File: config.mk
export PLATFORM = sky130hd
export DESIGN_NAME = pcm_nrz_frame_gen
export DESIGN_NICKNAME = d
export VERILOG_FILES = /design/src/rtl/pcm_pkg.sv /design/src/rtl/pcm_bit_timer.sv /design/src/rtl/pcm_nrz_frame_gen.sv
export SDC_FILE = /design/constraint.sdc
export NUM_CORES = 1
export LEC_CHECK = 0
export CAP_MARGIN = 20
export CORE_UTILIZATION = 53
export DETAILED_ROUTE_END_ITERATION = 10
export PLACE_DENSITY = 0.8
export SLEW_MARGIN = 15
export SYNTH_ARGS = -nofsm -noshare
export SYNTH_HDL_FRONTEND = slang
export SYNTH_SLANG_ARGS = --single-unit
File: constraint.sdc
create_clock -name clk -period 2.1 [get_ports clk]
set_input_delay 0.21 -clock clk [delete_from_list [all_inputs] [get_ports clk]]
set_output_delay 0.21 -clock clk [all_outputs]
set_load 0.005 [all_outputs]
File: src/rtl/pcm_pkg.sv
// Shared PCM definitions: frame state encoding, default line timing and sync pattern.
// Used by the frame generator and the pcm_nrz receiver.
package pcm_pkg;

   typedef enum logic [1:0] {
      IDLE = 2'd0,
      SYNC = 2'd1,
      DATA = 2'd2
   } pcm_state_e;

   localparam int unsigned CLKS_PER_BIT_DEF    = 200;
   localparam int unsigned WORDS_PER_FRAME_DEF = 128;
   localparam int unsigned SYNC_BITS           = 32;
   localparam logic [31:0] SYNC_WORD_DEF       = 32'h0579B7C0;
   localparam logic [7:0]  FILL_BYTE_DEF       = 8'h00;

   function automatic int unsigned frame_bits(input int unsigned words);
      return words * 8;
   endfunction

endpackage

File: src/rtl/pcm_bit_timer.sv
// NRZ bit-period timer: free-runs 0..CLKS_PER_BIT-1 while run_i is high, held at 0 otherwise.
// bit_start marks the clk a new bit is launched, bit_end the last clk of that bit.
module pcm_bit_timer
   import pcm_pkg::*;
#(
   parameter int unsigned CLKS_PER_BIT = CLKS_PER_BIT_DEF
) (
   input  logic clk,
   input  logic reset,
   input  logic run_i,
   output logic bit_start_c_o,
   output logic bit_end_c_o
);

   localparam int unsigned TW = (CLKS_PER_BIT > 1) ? $clog2(CLKS_PER_BIT) : 1;
   localparam logic [TW-1:0] LAST = TW'(CLKS_PER_BIT - 1);

   logic [TW-1:0] count_q, count_d;

   assign bit_start_c_o = run_i && (count_q == '0);
   assign bit_end_c_o   = run_i && (count_q == LAST);

   always_comb begin
      count_d = '0;
      if (run_i && !bit_end_c_o) begin
         count_d = count_q + TW'(1);
      end
   end

   always_ff @(posedge clk or posedge reset) begin
      if (reset) begin
         count_q <= '0;
      end else begin
         count_q <= count_d;
      end
   end

endmodule

File: src/rtl/pcm_nrz_frame_gen.sv
// Framed NRZ PCM source: 32-bit sync word followed by data bytes, MSB first.
// Bytes arrive through a one-deep holding register; an empty register at a word boundary sends FILL_BYTE.
module pcm_nrz_frame_gen
   import pcm_pkg::*;
#(
   parameter int unsigned CLKS_PER_BIT    = CLKS_PER_BIT_DEF,
   parameter int unsigned WORDS_PER_FRAME = WORDS_PER_FRAME_DEF,
   parameter logic [31:0] SYNC_WORD       = SYNC_WORD_DEF,
   parameter logic [7:0]  FILL_BYTE       = FILL_BYTE_DEF
) (
   input  logic       clk,
   input  logic       reset,
   input  logic       enable,
   input  logic [7:0] in_data,
   input  logic       in_valid,
   output logic       in_ready,
   output logic       txd,
   output logic       frame_start,
   output logic [7:0] frame_count,
   output logic       underrun
);

   localparam int unsigned FRAME_BITS = frame_bits(WORDS_PER_FRAME);
   localparam int unsigned BCW        = $clog2(FRAME_BITS);

   pcm_state_e     state_q, state_d;
   logic [BCW-1:0] bit_cnt_q, bit_cnt_d;
   logic [31:0]    shift_q, shift_d;
   logic [7:0]     hold_q, hold_d;
   logic           hold_full_q, hold_full_d;
   logic           in_ready_q, in_ready_d;
   logic           txd_q, txd_d;
   logic           frame_start_q, frame_start_d;
   logic [7:0]     frame_count_q, frame_count_d;
   logic           underrun_q, underrun_d;

   logic       run_c, bit_start_c, bit_end_c;
   logic       accept_c, boundary_c, last_bit_c, last_sync_c;
   logic [7:0] load_byte_c;

   assign run_c = (state_q != IDLE);

   pcm_bit_timer #(
      .CLKS_PER_BIT (CLKS_PER_BIT)
   ) u_bit_timer (
      .clk           (clk),
      .reset         (reset),
      .run_i         (run_c),
      .bit_start_c_o (bit_start_c),
      .bit_end_c_o   (bit_end_c)
   );

   // bit_cnt_q is the frame index of the bit currently launched or on the line
   assign accept_c    = in_valid && in_ready_q;
   assign boundary_c  = bit_start_c && (state_q == DATA) && (bit_cnt_q[2:0] == 3'd0);
   assign last_bit_c  = (bit_cnt_q == BCW'(FRAME_BITS - 1));
   assign last_sync_c = (bit_cnt_q == BCW'(SYNC_BITS - 1));
   assign load_byte_c = hold_full_q ? hold_q : FILL_BYTE;

   always_comb begin
      state_d       = state_q;
      bit_cnt_d     = bit_cnt_q;
      shift_d       = shift_q;
      hold_d        = hold_q;
      hold_full_d   = hold_full_q;
      txd_d         = txd_q;
      frame_start_d = 1'b0;
      frame_count_d = frame_count_q;
      underrun_d    = 1'b0;

      unique case (state_q)
         IDLE: begin
            if (enable) begin
               state_d   = SYNC;
               bit_cnt_d = '0;
               shift_d   = SYNC_WORD;
            end
         end
         SYNC, DATA: begin
            if (bit_start_c) begin
               if (boundary_c) begin
                  txd_d      = load_byte_c[7];
                  shift_d    = {load_byte_c[6:0], 25'd0};
                  underrun_d = !hold_full_q;
               end else begin
                  txd_d   = shift_q[31];
                  shift_d = {shift_q[30:0], 1'b0};
               end
               frame_start_d = (state_q == SYNC) && (bit_cnt_q == '0);
            end
            // Frame ends only after the last bit has been held for its full period
            if (bit_end_c) begin
               if (last_bit_c) begin
                  frame_count_d = frame_count_q + 8'd1;
                  bit_cnt_d     = '0;
                  shift_d       = SYNC_WORD;
                  if (enable) begin
                     state_d = SYNC;
                  end else begin
                     state_d = IDLE;
                     txd_d   = 1'b0;
                  end
               end else begin
                  bit_cnt_d = bit_cnt_q + BCW'(1);
                  if ((state_q == SYNC) && last_sync_c) begin
                     state_d = DATA;
                  end
               end
            end
         end
         default: state_d = IDLE;
      endcase

      // A byte accepted on a boundary clk is kept for the following word
      if (boundary_c && hold_full_q) begin
         hold_full_d = 1'b0;
      end
      if (accept_c) begin
         hold_d      = in_data;
         hold_full_d = 1'b1;
      end
      in_ready_d = !hold_full_d;
   end

   always_ff @(posedge clk or posedge reset) begin
      if (reset) begin
         state_q       <= IDLE;
         bit_cnt_q     <= '0;
         shift_q       <= '0;
         hold_q        <= '0;
         hold_full_q   <= 1'b0;
         in_ready_q    <= 1'b1;
         txd_q         <= 1'b0;
         frame_start_q <= 1'b0;
         frame_count_q <= '0;
         underrun_q    <= 1'b0;
      end else begin
         state_q       <= state_d;
         bit_cnt_q     <= bit_cnt_d;
         shift_q       <= shift_d;
         hold_q        <= hold_d;
         hold_full_q   <= hold_full_d;
         in_ready_q    <= in_ready_d;
         txd_q         <= txd_d;
         frame_start_q <= frame_start_d;
         frame_count_q <= frame_count_d;
         underrun_q    <= underrun_d;
      end
   end

   assign in_ready    = in_ready_q;
   assign txd         = txd_q;
   assign frame_start = frame_start_q;
   assign frame_count = frame_count_q;
   assign underrun    = underrun_q;

endmodule

==> flow_summary.toml, run 1 <==
[place]
finalWeightedCongestion = 0.861
placement.io_buffers = 23
hpwlAfterDp_um = 5180
placed_cells = 451

[synth]
synth_cell_types = 50
synth_cell_area_sq_um = 3430
synth.largest_area_cell = "sky130_fd_sc_hd__dfrtp_1"
yosysSeqAreaShare_pct = 53.3
syn-instance-count = 324
yosys_warnings = 0
synthTopCellsByCount = "sky130_fd_sc_hd__dfrtp_1, sky130_fd_sc_hd__nand2_1, sky130_fd_sc_hd__and3_1, sky130_fd_sc_hd__nor2_1, sky130_fd_sc_hd__inv_1"
synthDominantCellAreaShare_pct = 52.5
yosysMostFrequentCell = "sky130_fd_sc_hd__dfrtp_1"
yosys_most_used_dff = "sky130_fd_sc_hd__dfrtp_1"
syn_area_per_cell_sq_um = 10.6
synth_top_cells_by_area = "sky130_fd_sc_hd__dfrtp_1, sky130_fd_sc_hd__nand2_1, sky130_fd_sc_hd__ha_1"
syn_nets = 345
synth-edff-count = 0
ys_seq_elements = 73
asr_flop_ratio_synth_pct = 100

[clocking]
cts_tree = "built"
ctsHoldBuffers = 0
clk_pin_slew_ps = 80
cts-htree-levels = 3
worstSkewPairLatency_ps = 350
clock_path_buffers = 2
cts.sinks = 73
tritoncts.num_buffers = 9
clock_root_cell = "sky130_fd_sc_hd__clkbuf_8"

[timing]
unrepaired_setup_endpoints_after_global_routing = "yes"
max_clock_freq_mhz = 458
max-slew-margin-rel_pct = 53.2
final.period_utilization_pct = 104
report.final.setup_viol = 11
postLayoutSetupSlackWorst_ps = -84.3
hold_violations = 0
final_period_minus_worst_setup_slack_ps = 2180
finClkSkew_ps = 7.66
slew_violations = 0
fin_worst_hold_slack_ps = 158
tightestPinTransition_ps = 699

[layout]
drive_gt1_share_pct = 24.4
final_cell_count_no_fill = 472
final_nets = 413
syn_to_final_growth_pct = 30.1
diodes = 0

[hold_path]
hp_class = "input port to asynchronous set/reset pin"

[routing]
drc = 0
ant_nets = 0
number_of_optimization_iterations_in_the_first_detailed_route_pass = 4
vias_per_cell = 6.04
drt_iter0_markers = 208
wl_um = 8260
routed_wire_length_per_instance_um = 17.5
number_of_vias_after_detailed_routing = 2849

[setup_path]
crit_required_ps = 2310
critPathKind = "flip-flop to flip-flop"
crit_arrival_ps = 2390
crit_path_cell_trace = "inv_2 -> ha_4 -> or4_4 -> nor2_1 -> buf_4 -> a2bb2oi_1 -> o32ai_4"
cpMaxStageDelayCell = "sky130_fd_sc_hd__or4_4"
critPathMaxFanout = 7
crit_path_end_kind = "flip-flop"
cpPeakStageDelay_ps = 530
path_delay_family = "simple AND/OR/NAND/NOR gates"
start_kind = "flip-flop"
critPathBufInv = 2

[power_and_ir_drop]
powerDensity_nw_per_um2 = 1130
cellLeakagePower_nw = 2.12
vdd_drop_max_mv = 0.773

[floorplan]
effective_utilization_at_floorplan_pct = 56.3
die_area_sq_um = 6800
number_of_placement_rows = 28
core-area_sq_um = 6100
die_h_um = 82.5
boundaryPins = 24
die-width_um = 82.5

[global_routing]
grt_antenna_before_repair = 0
first_global_vias = 2763
grt_use_total_pct = 25.6
overflow = 0
maximum_number_of_pins_on_one_net_before_global_route_repair = 57
grt_first_pass_wirelength_um = 12800

[run_status]
status = "finished with violations"
violations_in_the_final_reports = "negative setup slack"

[run]
cap_viol_max_count = 0
[through the flow]
stage,area (sq um),TNS (ps),utilization [%],setup WS [ps],power (W)
2_1_floorplan,3450,-455,-,-44.5,0.00287
3_3_place_gp,4080,-839,67.0,-122,0.00343
3_5_place_dp,4080,-2510,67.0,-194,0.00351
4_1_cts,4370,-25.8,71.6,-25.8,0.00484
5_1_grt,4460,-1410,73.2,-94.3,0.00533
6_report,4460,-481,73.2,-84.3,0.00504
[sequential cells by signal, summed over array words and instances, names as in the netlist]
| signal | count |
|---|---|
| state_q | 2 |
| bit_cnt_q | 10 |
| txd | 1 |
| frame_start | 1 |
| hold_q | 8 |
| u_bit_timer.count_q | 8 |
| in_ready | 1 |
| hold_full_q | 1 |
| underrun | 1 |
| shift_q | 32 |
| frame_count | 8 |
[final cells by class]
cell class / instances / area, sq um
clock buffers: 12 / 145
clock inverters: 4 / 76.3
repair buffers: 74 / 662
flip-flops and latches: 73 / 1830
inverters: 15 / 60.1
well taps: 75 / 93.8
fillers: 412 / 1630
multi-input cells: 219 / 1600
[power by group]
part | switching (W) | internal (W) | total (W) | leakage, nW
clock | 0.000517 | 0.000704 | 0.00122 | 0.107
sequential | 0.000152 | 0.00164 | 0.00179 | 0.926
combinational | 0.00109 | 0.000935 | 0.00203 | 1.09
[metal layers]
layer | wire length [um] | global-route usage (%) | share of wire (%)
met5 | 0 | 0 | 0
met4 | 125 | 9.30 | 1.5
met3 | 456 | 7.58 | 5.5
met2 | 4280 | 42.6 | 52
met1 | 3400 | 31.5 | 41
[worst paths after layout]
check,from,endpoint,slack [ps],cells after the start
hold / removal,reset,frame_start,160,2
hold reg to reg,frame_count[7],frame_count[7],480,1
setup reg to reg,state_q[0],state_q[1],-80,7
min in group clk,in_data[1],hold_q[1],470,2
max in group asynchronous,reset,in_ready,1270,3
setup / recovery,state_q[0],state_q[1],-80,7
[repair_timing]
item	4_1_cts	5_1_grt
resized for setup	12	12
gates cloned	0	0
endpoints found under the hold margin	0	0
pin swaps	3	3
setup endpoints to repair	41	37
setup buffers	1	4
[cell usage in the layout, fill, tap and decap left out, drive strengths merged, types with 5 or more instances in the layout]
cell / instances
ha: 9
nor2: 16
o221ai: 12
dfrtp: 72
nand3: 14
buf: 51
mux2: 9
clkdlybuf4s50: 23
nor3: 7
o21ai: 5
clkbuf: 12
a22o: 11
nand4: 9
xnor2: 8
nand2: 37
inv: 14
a21oi: 9
xor2: 5
and3: 16
o2bb2ai: 6
[logic make-up after synthesis]
kind of cell | after synthesis | share of synthesized area [%]
mux | 9 | 2.95
compound gates | 63 | 14.2
fa+ha+maj | 9 | 3.28
buf+inv | 32 | 3.79
flops | 73 | 53.3
simple gates | 125 | 19.1
xor+xnor | 13 | 3.32
No activity file was read; power rests on OpenSTA's default activity.
==> run 2, diff against run 1 <==
--- a/config.mk
+++ b/config.mk
@@ -9,7 +9,7 @@
 export CORE_UTILIZATION = 53
 export DETAILED_ROUTE_END_ITERATION = 10
 export PLACE_DENSITY = 0.8
-export SLEW_MARGIN = 15
+export SLEW_MARGIN = 20
 export SYNTH_ARGS = -nofsm -noshare
 export SYNTH_HDL_FRONTEND = slang
 export SYNTH_SLANG_ARGS = --single-unit
==> results of run 2 <==
Same layout as run 1: the final DEF is identical, and so are final timing and power.
==> RTL edit (flow settings as in run 2) <==
Encoding of `pcm_state_e`: now one-hot (3 bits for 3 states).
--- a/src/rtl/pcm_pkg.sv
+++ b/src/rtl/pcm_pkg.sv
@@ -3,8 +3,8 @@
 package pcm_pkg;
 
-   typedef enum logic [1:0] {
-      IDLE = 2'd0,
-      SYNC = 2'd1,
-      DATA = 2'd2
+   typedef enum logic [2:0] {
+      IDLE = 3'b001,
+      SYNC = 3'b010,
+      DATA = 3'b100
    } pcm_state_e;
 
Check against the original RTL: same outputs for any inputs over 10 cycles, from zero or initial values and one cycle with reset high; not proved beyond that.
==> RTL edit against run 2 <==
Sequential cell count rose by 1. Clock skew rose by 0.0027 ns. Area after synthesis rose by 2.9%. First-iteration DRC count rose by 49%. Non-clock buffer count fell by 19. Wire length fell by 6.9%. Power fell by 14%. Final area fell by 2.4%. Synthesized cell count rose by 4.6%. Setup slack improved by 0.12 ns. Critical path type unchanged. Largest cell class unchanged. Highest routed layer unchanged.
==> RTL edit: results <==
{
  "signal_buffers": 55,
  "synth-compound-area-share": 0.0943,
  "wl_um": 7690,
  "num-nonclk-inverters": 10,
  "route.met2.wl_um": 3800,
  "m1WireLength_um": 3500,
  "fin_worst_skew_ns": 0.0104,
  "use_met1": 0.313,
  "relSlewSlack": 0.679,
  "comb.multi_input.count": 237,
  "dpl.hpwl_um": 5140,
  "status": "finished, final reports clean",
  "use_met3": 0.0465,
  "synth_top_cells_by_count": "72 x dfrtp_1, 49 x nand3_1, 31 x nand2_1",
  "grt_use_total": 0.237,
  "clkCellAreaFrac": 0.0468,
  "powerDensity_nw_per_um2": 997,
  "grtUsageMet2": 0.387,
  "drive_above_1_share": 0.209,
  "synth_seq_area_share": 0.525,
  "place.gp.congestion": 0.833,
  "muxShareOfSynthArea": 0.0485,
  "yosys.area_share.adder": 0.0177,
  "num-fill-cells": 473,
  "clkbuf_count": 11,
  "grt_pass1_wl_um": 13100,
  "ff_latch_area_um2": 1850,
  "numSequentialCells": 74
}
[RTL edit: logic make-up (layout without fill, tap and decap cells)]
group,Yosys count,after routing
XOR/XNOR,14,14
flip-flops,74,74
buffers and inverters,28,81
AO/OA/AOI/OAI,43,43
adder cells (fa/ha/maj),5,5
AND/OR/NAND/NOR,159,159
multiplexers,16,16
[RTL edit: critical path, cell delays in order (launching register included)]
cell,delay [ns]
dfrtp_1,0.40
inv_1,0.06
ha_1,0.12
or4b_4,0.45
or4_4,0.48
buf_6,0.17
a211oi_2,0.17
nor3_1,0.08
[RTL edit: worst paths after layout]
kind,startpoint,end,slack [ns],cells after the start
max,u_bit_timer.count_q[1]$_DFF_PP0_,txd$_DFFE_PP0N_,0.04,7
min,reset,shift_q[7]$_DFFE_PP0P_,0.13,2
max reg2reg,u_bit_timer.count_q[1]$_DFF_PP0_,txd$_DFFE_PP0N_,0.04,7
min reg2reg,frame_count[7]$_DFFE_PP0P_,frame_count[7]$_DFFE_PP0P_,0.47,1
max in group asynchronous,reset,state_q[0]$_DFFE_PP1P_,1.32,3
min in group clk,in_data[0],hold_q[0]$_DFFE_PP0P_,0.46,2
[RTL edit: per-stage QoR]
step	instances	hold WS [ns]	TNS, ns	power [W]	worst slack, ns
floorplan	339	0.293	-0.545	0.00267	-0.0710
global placement	453	0.456	0	0.00308	0.0136
detailed placement	453	0.462	-0.121	0.00314	-0.0473
CTS	469	0.141	0	0.00429	0.0100
global route	469	0.157	-0.118	0.00459	-0.0378
finish	469	0.132	0	0.00434	0.0362
[RTL edit: repair_timing]
item	in CTS	in global routing
pin swaps	0	3
setup endpoints to repair	8	18
gates resized for setup	1	16
hold buffers	0	0
